File: config.mk
export PLATFORM = sky130hd
export DESIGN_NAME = lsu_wb_ctrl
export DESIGN_NICKNAME = d
export VERILOG_FILES = /design/src/rtl/lsu_wb_ctrl.sv
export SDC_FILE = /design/constraint.sdc
export NUM_CORES = 1
export LEC_CHECK = 0
export CAP_MARGIN = 20
export CORE_MARGIN = 3
export CORE_UTILIZATION = 40
export DETAILED_ROUTE_END_ITERATION = 12
export PLACE_DENSITY = 0.79
export SLEW_MARGIN = 20
export SYNTH_ARGS = -nofsm -noshare
export SYNTH_HDL_FRONTEND = slang
export SYNTH_SLANG_ARGS = --single-unit
File: constraint.sdc
create_clock -name clk_i -period 1.9 [get_ports clk_i]
set_clock_uncertainty 0.2 [all_clocks]
set_input_delay 0.38 -clock clk_i [delete_from_list [all_inputs] [get_ports clk_i]]
set_output_delay 0.38 -clock clk_i [all_outputs]
set_load 0.01 [all_outputs]
File: src/rtl/lsu_wb_ctrl.sv
// lsu_wb_ctrl: load/store unit Wishbone classic master; LSU_TIMEOUT_EN enables the bus timeout abort
module lsu_wb_ctrl #(
  parameter int TIMEOUT_CYCLES = 255
) (
  input  logic        clk_i,
  input  logic        rst_i,
  input  logic        req_valid_i,
  input  logic        req_we_i,
  input  logic [31:0] addr_i,
  input  logic [31:0] wdat_i,
  input  logic [3:0]  sel_i,
  input  logic        mis_i,
  input  logic        flush_i,
  output logic        stall_o,
  output logic        done_o,
  output logic [31:0] rdat_o,
  output logic        fault_o,
  output logic        wb_cyc_o,
  output logic        wb_stb_o,
  output logic        wb_we_o,
  output logic [31:0] wb_adr_o,
  output logic [31:0] wb_dat_o,
  output logic [3:0]  wb_sel_o,
  input  logic [31:0] wb_dat_i,
  input  logic        wb_ack_i,
  input  logic        wb_err_i
);
  typedef enum logic [1:0] {IDLE, ACCESS, RESP, DRAIN} state_t;
  state_t state, state_d;
  logic we, fault, go, busy, to, fin;
  logic [31:0] adr, dat, rdat;
  logic [3:0] sel;
  assign go = state == IDLE && req_valid_i && !mis_i && !flush_i;
  assign busy = state == ACCESS || state == DRAIN;
`ifdef LSU_TIMEOUT_EN
  localparam int CW = $clog2(TIMEOUT_CYCLES + 1);
  localparam logic [CW-1:0] TMAX = CW'(TIMEOUT_CYCLES - 1);
  logic [CW-1:0] cnt;
  always_ff @(posedge clk_i)
    cnt <= (rst_i || !busy) ? '0 : cnt + 1'b1;
  assign to = busy && cnt == TMAX;
`else
  assign to = 1'b0;
`endif
  assign fin = wb_ack_i || wb_err_i || to;
  always_comb begin
    state_d = state;
    state_d = state == IDLE   ? (go ? ACCESS : IDLE) :
              state == ACCESS ? (fin ? RESP : flush_i ? DRAIN : ACCESS) :
              state == DRAIN  ? (fin ? IDLE : DRAIN) : IDLE;
  end
  always_ff @(posedge clk_i) begin
    if (rst_i) begin
      state <= IDLE;
      adr   <= '0;
      dat   <= '0;
      sel   <= '0;
      we    <= 1'b0;
      rdat  <= '0;
      fault <= 1'b0;
    end else begin
      state <= state_d;
      fault <= state == ACCESS && (wb_err_i || (to && !wb_ack_i));
      if (go) begin
        adr <= {addr_i[31:2], 2'b00};
        dat <= wdat_i;
        sel <= sel_i;
        we  <= req_we_i;
      end
      if (state == ACCESS && wb_ack_i) rdat <= wb_dat_i;
    end
  end
  assign stall_o  = !rst_i && (go || busy);
  assign done_o   = state == RESP;
  assign fault_o  = fault;
  assign rdat_o   = rdat;
  assign wb_cyc_o = busy;
  assign wb_stb_o = busy;
  assign wb_we_o  = busy && we;
  assign wb_adr_o = adr;
  assign wb_dat_o = dat;
  assign wb_sel_o = sel;
endmodule

# [Word-level counts from Yosys, hierarchy flattened]
# Index checks and enable logic that the tools add are counted.
[word_totals] register_bits=102 in_bits=108 out_inout_bits=106 word_cells=31
[classes] n_eq_ne=3 n_mux=7 reduce_logical=14
[ops] operator="$mux W2" count=6
[ops] operator="$logic_and A1 B1 Y1" count=7
[ops] operator="$eq A2 B2 Y1 const B" count=2
[ops] operator="$logic_not A1 Y1" count=3
[ops] operator="$logic_or A1 B1 Y1" count=3
[ops] operator="$eq A2 B1 Y1 const B" count=1
[ops] operator="$logic_not A2 Y1" count=1
[ops] operator="$mux W1" count=1

# [Depth between registers and ports, before layout]
# Gate-level depths: netlist of run 1.
[depth] depth_word=6 depth_mapped=5 mapped_depth_nobuf=3

# [Least setup slack after synthesis of run 1]
# OpenSTA, ideal clock, no wires.
[synth_timing] path_kind="register to output" start="reg state[0]" end="out stall_o" arrival_time_ps=1271 required_ps=1320 path_slack_ps=49 path_stages_with_launch=5 n_path_buf=1 cell_sequence="dfxtp_1 nor4_4 buf_2 nand2_1 a21oi_1"
[synth_via] elab_chain_len=6 word_cells_on_any_way=9 classes_between="2 x eq/ne; 7 x reduce/logical"
[synth_rtl] item="start: declaration" line_no="29" source="state_t state, state_d;"
[synth_rtl] item="start signal: assignment" line_no="62" source="state <= state_d;"
[synth_rtl] item="$logic_not A2 Y1" line_no="33" source="assign go = state == IDLE && req_valid_i && !mis_i && !flush_i;"
[synth_rtl] item="$logic_and A1 B1 Y1 (3 in a row)" line_no="33"
[synth_rtl] item="$logic_or A1 B1 Y1 (*)" line_no="73" source="assign stall_o = !rst_i && (go || busy);"
[synth_rtl] item="$logic_and A1 B1 Y1 (*)" line_no="73"
[synth_rtl] item="end: declaration" line_no="14" source="output logic stall_o,"
# Every way passes the cells marked *; elsewhere a longest branch is shown, timed or not.

# [Final worst setup path of run 1]
[layout_timing] start="reg state[1]" end="out stall_o"
# The elaborated chain is that of the path after synthesis.

==> flow_summary.json, run 1 <==
{
  "overflow": 0,
  "dp_cells": 772,
  "cp.required_ps": 1320,
  "rsz0062_at_grt": "true",
  "synth.distinct_cells": 21,
  "core_area_sq_mm": 0.00991,
  "cts_sinks": 102,
  "min_path_type": "in -> reg",
  "worst_r2r_path_depth": 6,
  "switching_share": 0.243,
  "hold_buffers": 0,
  "n_antenna_cell": 0,
  "max_cap_violations": 0,
  "mostFrequentLayoutCell": "clkdlybuf4s50_1",
  "cts_tree": "built",
  "drc": 0,
  "fin_crit_sh": 1.02,
  "ant_nets": 0,
  "htreeDepth": 3,
  "num_vias": 4065,
  "max_slew_margin": 0.664,
  "fill_cells": 840,
  "worstPathArrival_ps": 1350,
  "p_int_uw": 3130,
  "vdd_drop_max_v": 0.000307,
  "path_clk_slew_ps": 80,
  "root_buffer": "clkbuf_8",
  "drt-pass1-iter-count": 4,
  "die_area_sq_mm": 0.0116,
  "fin_ws_ps": -28.8,
  "synth_top_area_frac": 0.494,
  "seq_power_share": 0.538,
  "grt_pass1_vias": 3836,
  "antenna_found_initial": 1,
  "start_kind": "flip-flop",
  "yosysWarnings": 0,
  "avgSynthCellArea_sq_um": 8.84,
  "finalHoldViolCount": 0,
  "synthSimpleGateAreaFrac": 0.323,
  "cpPeakStageDelay_ps": 340,
  "gp_congestion": 0.763,
  "synthAdderAreaFrac": 0,
  "synth_area_leader_cell": "dfxtp_1",
  "status": "finished with violations",
  "finalNonFillerCells": 790,
  "grt_pass1_wl_mm": 19.2,
  "finalCoreUtilization": 0.668,
  "die_h_um": 108,
  "grt_start_max_net_pins": 170,
  "io_buffers": 209,
  "routed_wirelength_mm": 12.8,
  "start_util": 0.417,
  "grtUsageTotal": 0.208,
  "setup_viol": 1,
  "critPathMaxFanout": 2,
  "violations": "setup timing",
  "clockPowerShare": 0.307,
  "cellPowerDensity_mw_per_mm2": 626,
  "clock.fmax_mhz": 518,
  "yosys.area_share.xor_xnor": 0,
  "drive_gt1_frac": 0.0594,
  "synth_seq_area_share": 0.494,
  "wl_per_cell_um": 16.1,
  "die_w_um": 108,
  "holdPathStages": 4,
  "cts_made_buffers": 9,
  "drv_slew": 0,
  "synthMuxAreaShare": 0,
  "synth_compound_area_frac": 0.125,
  "critical_path_class": "reg -> out",
  "rows": 36,
  "cts_buffer_depth": 2,
  "tightest_slew_ps": 504,
  "ys_top_cells_by_area": "dfxtp_1 (49%), nand4b_1 (14%), nand2b_1 (10%)",
  "dp_hpwl_mm": 8.60,
  "final_cell_mix": "clkdlybuf4s50_1 (179), dfxtp_1 (100), nand2b_1 (67), nand4b_1 (67), nand2_1 (66)",
  "dr.first_iter.drc_count": 292,
  "finalCriticalPeriod_ps": 1930,
  "worstSetupEndpointType": "primary output",
  "nNetsFinal": 761,
  "area_growth_pct": 60.2,
  "ys_ff_latch": 102,
  "postSynthCellCount": 467,
  "ios": 214,
  "clock_latency_ps": 350,
  "leakagePower_uw": 0.00257,
  "power_frac_comb": 0.155,
  "slowest_stage": "dfxtp_2",
  "crit_chain": "nor4_4 > nand2_1 > a21oi_1 > buf_2",
  "synth_top_family_by_area": "simple AND/OR/NAND/NOR gates",
  "synth_area_sq_mm": 0.00413,
  "vias_per_cell": 5.15,
  "p_sw_uw": 1010
}
-- layout make-up --
cell class,instances,area [sq um],share of cell area
Tap cell,133,166,0.0252
Timing Repair Buffer,225,2360,0.357
Sequential cell,102,2040,0.309
Clock buffer,11,151,0.0229
Multi-Input combinational cell,314,1860,0.281
Inverter,1,3.75,0.000567
Clock inverter,4,32.5,0.00492
-- layer usage --
metal,share of wire,global-route usage,vias to the layer above
met5,0.00063,0,-
met4,0.014,0.0875,2
met3,0.082,0.0702,14
met2,0.49,0.336,161
met1,0.42,0.252,1915
li1,-,-,1973
-- cell usage after synthesis --
cell type  instances
a21oi_1           34
clkbuf_1          35
nand3b_1           1
nor4b_1            1
a2111oi_0          1
clkbuf_2           3
o21ai_0           37
nor2_1             2
nand2b_1          67
nor4_4             1
buf_4              9
nand2_1           66
o21ai_1           30
inv_1              1
nor2b_1            2
nand4b_1          67
and3b_1            1
conb_1             1
and2_1             2
buf_2              4
dfxtp_1          102
-- path summary, 6_finish.rpt --
kind | start | endpoint | slack, ps
hold / removal | req_valid_i | state[0]$_SDFF_PP0_ | 220
setup reg to reg | state[1]$_SDFF_PP0_ | wb_adr_o[31]$_SDFFE_PP0P_ | 100
setup / recovery | state[1]$_SDFF_PP0_ | stall_o | -30
hold reg to reg | rdat_o[6]$_SDFFE_PP0P_ | rdat_o[6]$_SDFFE_PP0P_ | 260
-- logic make-up after synthesis --
family          after synthesis
compound gates              102
flops                       102
simple gates                210
buf+inv                      52
other cells                   1
-- stage by stage --
step | setup slack [ps] | area, sq um | hold WS, ps | setup TNS (ps) | total power (uW)
after floorplan | 48.7 | 4130 | 245 | 0 | 2510
after global placement | -552 | 6310 | 241 | -35030 | 2890
after detailed placement | -590 | 6310 | 247 | -37960 | 2910
after CTS | -118 | 6490 | 186 | -6110 | 4170
after global routing | -134 | 6620 | 218 | -142 | 4330
final | -28.8 | 6620 | 218 | -28.8 | 4140
-- what timing repair did --
action,CTS,global route
pin swaps,1,3
gates resized for setup,14,27
setup endpoints to repair,73,88
setup buffers,0,1
cloned,0,2
-- critical path: cells and delay by family (launching register included) --
family / cells / cell delay (ps)
simple gates: 2 / 370
flops: 1 / 340
buf+inv: 1 / 150
compound gates: 1 / 140
-- sequential cells by signal, summed over array words and instances, names as in the netlist --
signal    flops
fault_o       1
rdat_o       32
state         2
wb_adr_o     30
wb_dat_o     32
wb_sel_o      4
we            1
-- power groups by stage --
stage / Clock (uW) / Combinational, uW / Sequential (uW)
finish: 1270 / 642 / 2230
global placement: 0 / 617 / 2280
global route: 1410 / 687 / 2240
CTS: 1310 / 627 / 2230
detailed placement: 0 / 628 / 2280
floorplan: 0 / 204 / 2300
Note: power is estimated with default switching activity, not from simulation.
==> run 2: changes to the inputs <==
--- a/config.mk
+++ b/config.mk
@@ -6,8 +6,9 @@
 export NUM_CORES = 1
 export LEC_CHECK = 0
 export CAP_MARGIN = 20
-export CORE_MARGIN = 3
+export CORE_MARGIN = 2
 export CORE_UTILIZATION = 40
+export CTS_CLUSTER_SIZE = 8
 export DETAILED_ROUTE_END_ITERATION = 12
 export PLACE_DENSITY = 0.79
 export SLEW_MARGIN = 20
==> run 2 against run 1 <==
  * Die area down 3.7%
  * Global-route usage is 1.5 points higher
  * Flip-flop and latch count stayed put
  * The run still ends with setup timing left
  * Count of clock-buffer cells in the layout is 1 lower
  * Worst hold slack better by 38 ps
  * Cell count rose by 1.5%
  * Critical endpoint unchanged
  * Sequential share of layout area shrank 0.69 points
  * Largest power group unchanged
  * Sequential power hardly changed
  * Via count increased by 2.2%
  * Power grew 6.1%
  * Design area increased by 2.3%
==> flow_summary.json, run 2 (same netlist as run 1, synthesis figures left out) <==
{
  "dp_hpwl_mm": 8.05,
  "p_int_uw": 3390,
  "critPathMaxFanout": 2,
  "ant_nets": 0,
  "setup_viol": 1,
  "cp.required_ps": 1320,
  "clock_latency_ps": 360,
  "dr.first_iter.drc_count": 253,
  "clockPowerShare": 0.340,
  "fin_ws_ps": -103,
  "cts_tree": "built",
  "root_buffer": "clkbuf_8",
  "core_area_sq_mm": 0.0102,
  "critical_path_class": "reg -> out",
  "r2r_setup_slack_ps": 10,
  "cts_buffer_depth": 2,
  "grtUsageTotal": 0.222,
  "max_cap_violations": 0,
  "power_frac_comb": 0.153,
  "r2r_start": "state[1]$_SDFF_PP0_",
  "vdd_drop_max_v": 0.000347,
  "p_sw_uw": 1010,
  "holdPathStages": 2,
  "cts_sinks": 102,
  "finalHoldViolCount": 0,
  "ios": 214,
  "cellPowerDensity_mw_per_mm2": 649,
  "switching_share": 0.230,
  "path_clk_slew_ps": 90,
  "rows": 37,
  "grt_start_max_net_pins": 170,
  "leakagePower_uw": 0.00261,
  "die_w_um": 106,
  "post_dp_cell_area_sq_mm": 0.00632,
  "drt-pass1-iter-count": 4,
  "final_cell_area_sq_mm": 0.00677,
  "rsz0062_at_grt": "true",
  "min_to": "rdat_o[25]$_SDFFE_PP0P_",
  "antenna_found_initial": 0,
  "start_util": 0.406,
  "violations": "setup timing",
  "fill_cells": 840,
  "worst_r2r_path_depth": 7,
  "r2r-end": "wb_dat_o[20]$_SDFFE_PP0P_",
  "htreeDepth": 3,
  "grt_pass1_vias": 4013,
  "min_path_type": "reg -> reg",
  "mostFrequentLayoutCell": "clkdlybuf4s50_1",
  "max_slew_margin": 0.540,
  "seqCellArea_sq_mm": 0.00204,
  "drv_slew": 0,
  "gp_congestion": 0.806,
  "vias_per_cell": 5.18,
  "dp_worst_setup_slack_ps": -618,
  "clock.fmax_mhz": 499,
  "worstSetupEndpointType": "primary output",
  "grt_pass1_wl_mm": 19.8,
  "n_antenna_cell": 0,
  "multi_input_area_sq_mm": 0.00186,
  "final_cell_mix": "clkdlybuf4s50_1 (182), dfxtp_1 (100), nand2b_1 (67), nand4b_1 (67), nand2_1 (65)",
  "area_growth_pct": 63.9,
  "cts_made_buffers": 9,
  "wl_per_cell_um": 15.9,
  "routed_wirelength_mm": 12.7,
  "drive_gt1_frac": 0.0751,
  "overflow": 0,
  "finalCriticalPeriod_ps": 2000,
  "start_kind": "flip-flop",
  "tightest_slew_ps": 690,
  "die_area_sq_mm": 0.0112,
  "drc": 0,
  "seq_power_share": 0.507,
  "worstPathArrival_ps": 1420,
  "die_h_um": 106,
  "nNetsFinal": 769,
  "io_buffers": 209,
  "num_vias": 4153,
  "fin_crit_sh": 1.05,
  "hold_buffers": 0,
  "status": "finished with violations",
  "min_from": "rdat_o[25]$_SDFFE_PP0P_"
}
run 2: cell count changes in the layout (fill, tap and decap cells not counted), sizes merged:
cell	previous run	this run
buf	17	25
bufbuf	0	2
bufinv	0	2
clkbuf	13	11
clkdlybuf4s50	179	182
dlygate4sd2	5	4
dlymetal6s2s	21	18
run 2: layer usage:
| metal | track usage | part of all wire | vias up |
|---|---|---|---|
| li1 | - | - | 1989 |
| met1 | 0.269 | 0.42 | 1953 |
| met2 | 0.371 | 0.47 | 182 |
| met3 | 0.0625 | 0.078 | 29 |
| met4 | 0.0949 | 0.027 | 0 |
| met5 | 0 | 0 | - |
run 2: worst max-delay path, stage by stage, from the launching register on:
cell	delay, ps
dfxtp_2	340
nor4_4	300
nand2_2	110
a21oi_2	160
buf_2	150
run 2: power groups by stage:
stage	logic, uW	registers [uW]	clock network [uW]
finish	673	2230	1490
global route	717	2240	1640
CTS	673	2230	1540
detailed placement	625	2280	0
global placement	618	2270	0
floorplan	204	2300	0
run 2: cell type report:
class                      instances  area share
timing repair buffer             233       0.364
sequential                       102       0.302
multi-input combinational        314       0.275
tap                              136      0.0251
clock buffer                      10      0.0203
clock inverter                     6      0.0126
inverter                           1    0.000555
run 2: worst max-delay path by stage:
stage	cells after the start	slack [ps]	endpoint	from
floorplan	4	50	stall_o	state[0]$_SDFF_PP0_
global placement	5	-550	stall_o	mis_i
detailed placement	5	-620	stall_o	mis_i
CTS	4	-120	stall_o	state[0]$_SDFF_PP0_
global route	4	-180	stall_o	state[1]$_SDFF_PP0_
finish	4	-100	stall_o	state[1]$_SDFF_PP0_
run 2: repair_timing:
action / 4_1_cts / 5_1_grt
resized for setup: 20 / 41
gates cloned: 3 / 0
setup endpoints to repair: 72 / 21
buffers inserted: 8 / 1
pin swaps: 4 / 2
run 2: through the flow:
| stage | total power [uW] | setup TNS [ps] | hold slack (ps) | util | instances |
|---|---|---|---|---|---|
| 2_1_floorplan | 2510 | 0 | 245 | - | 468 |
| 3_3_place_gp | 2890 | -32960 | 240 | 0.620 | 775 |
| 3_5_place_dp | 2900 | -34690 | 246 | 0.620 | 775 |
| 4_1_cts | 4440 | -116 | 259 | 0.659 | 801 |
| 5_1_grt | 4590 | -1420 | 284 | 0.664 | 802 |
| 6_report | 4390 | -103 | 256 | 0.664 | 802 |
==> variant, RTL diff (config.mk and constraints of run 2) <==
The 4 states of `state_t` get a one-hot encoding in 4 bits.
--- a/src/rtl/lsu_wb_ctrl.sv
+++ b/src/rtl/lsu_wb_ctrl.sv
@@ -27,3 +27,3 @@
 );
-  typedef enum logic [1:0] {IDLE, ACCESS, RESP, DRAIN} state_t;
+  typedef enum logic [3:0] {IDLE = 4'b0001, ACCESS = 4'b0010, RESP = 4'b0100, DRAIN = 4'b1000} state_t;
   state_t state, state_d;
Formal check against the unedited RTL: no difference found for any inputs over 10 cycles, from zero or initial values and one cycle with rst_i high; not proved beyond that.
==> variant against run 2 <==
  * Global-route usage barely moved
  * Largest power group unchanged
  * Setup slack improved by 0.0054 ns
  * The flow still finishes with violations (setup timing)
  * Wire length rose by 9.2%
  * Total power fell by 6.4%
  * First-iteration DRC count rose by 6.7%
  * Critical endpoint is now rdat_o[20]
  * Fmax rose by 0.27%
  * Sequential cell count rose by 2
  * Highest routed layer unchanged
  * Cell area rose by 2.8%
  * Area after synthesis rose by 0.18%
==> variant: results (changes against run 2) <==
XOR/XNOR share of the synthesized area: 0.00212 (+0.00212)
Leak Pwr: 2.54 nW (-2.8%)
Post-Synth Adder-Cell Area: 0 (unchanged)
1st-iter DRT viols: 270 (+6.7%)
initial antenna violation count: 0 (unchanged)
routed vias: 4448 (+7.1%)
layout cells sized above 1: 0.166 (+0.0909)
Synth top cells by count: 104 x dfxtp_1, 101 x a21oi_1, 99 x nand3_1
clk slew on worst S/H paths: 0.11 ns (+0.02 ns)
Setup violations, final: 59 (+58)
Arr. time, crit path: 2.02 ns (+0.60 ns)
RePlAce Congestion: 0.758 (-6.0%)
Post-synth EDFFs: 0 (unchanged)
sequential area share after synthesis: 0.503 (+0.00878)
post-synthesis mux area share: 0 (unchanged)
Slew @ Worst Pin: 0.711 ns (+0.0205 ns)
Synth area leaders: dfxtp_1 50%, a21oi_1 12%, nand3_1 12%
final worst slack: -0.0974 ns (+0.00538 ns)
largest net degree at the start of global routing: 105 (-38%)
drt wl/cell: 16.9 um (+6.4%)
Setup TNS Final: -2.18 ns (-2.07 ns)
synth unique cells: 31 (+48%)
DPL Wire Length: 8.76 mm (+8.8%)
clk_lat worst skew: 0.35 ns
Tot GR Track Use: 0.223 (+0.000363)
CP max stage cell: or4b_4
Max VDD drop: 310 uV (-11%)
Yosys top cell area share: 0.503 (+0.00878)
fillers: 801 (-4.6%)
status: finished, violations left
synth warn: 0 (unchanged)
depth of the most critical reg-to-reg path: 6 (-1)
TritonRoute pass-1 iters: 4 (unchanged)
violated checks: setup timing
vias in the first global route: 4249 (+5.9%)
crit-path max cell delay: 0.65 ns (+0.31 ns)
first-pass GRT wire length: 20.4 mm (+3.1%)
HP Class: reg2reg
Synth Area in Compound Gates: 0.247 (+0.123)
Final nets: 790 (+2.7%)
Max FO, Critical Path: 8 (+6)
variant: changes by cell type after synthesis, sizes merged, moves of 3 or more:
cell	delta
clkbuf	-7
a21oi	+67
nand2	-64
nand4b	-66
nor4b	+3
nand2b	-67
buf	+16
nand3	+99
o21ai	+32
variant: metal layers:
layer	routed length (um)	vias up	GRT usage	part of all wire
met3	878	28	0.0439	0.063
met4	376	0	0.0940	0.027
li1	-	2136	-	-
met1	5560	2108	0.270	0.40
met5	0	-	0	0
met2	7100	176	0.385	0.51
variant: path summary, 6_finish.rpt:
path / endpoint / start
setup / recovery: rdat_o[20] / state[0]
hold / removal: rdat_o[14] / rdat_o[14]
setup reg to reg: rdat_o[20] / state[0]
hold reg to reg: rdat_o[14] / rdat_o[14]
variant: timing repair:
item	CTS	global route
pin swaps	7	28
gates resized for setup	64	83
setup buffers	2	2
endpoints found under the setup margin	105	106
gates cloned	2	2
variant: power breakdown:
group / switching (mW) / leakage [nW] / internal (mW)
registers: 0.0251 / 0.844 / 2.22
clock network: 0.756 / 0.0843 / 0.489
logic: 0.274 / 1.61 / 0.346
variant: metrics by stage:
step                      hold WS (ns)  std cells  setup WS, ns  area, sq um
after CTS                        0.278        819        -0.104         6620
after global placement           0.244        799        -0.632         6330
after detailed placement         0.263        799        -0.606         6330
after global routing             0.281        823        -0.182         6960
final                            0.268        823       -0.0974         6960
after floorplan                  0.245        489        0.0637         4140
variant: final cells by class:
cell class / instances / area (sq um) / area share
inverter: 2 / 7.51 / 0.00108
timing repair buffer: 242 / 2550 / 0.366
clock inverter: 5 / 38.8 / 0.00557
tap: 136 / 170 / 0.0245
multi-input combinational: 323 / 1970 / 0.283
sequential: 104 / 2100 / 0.301
clock buffer: 11 / 131 / 0.0189
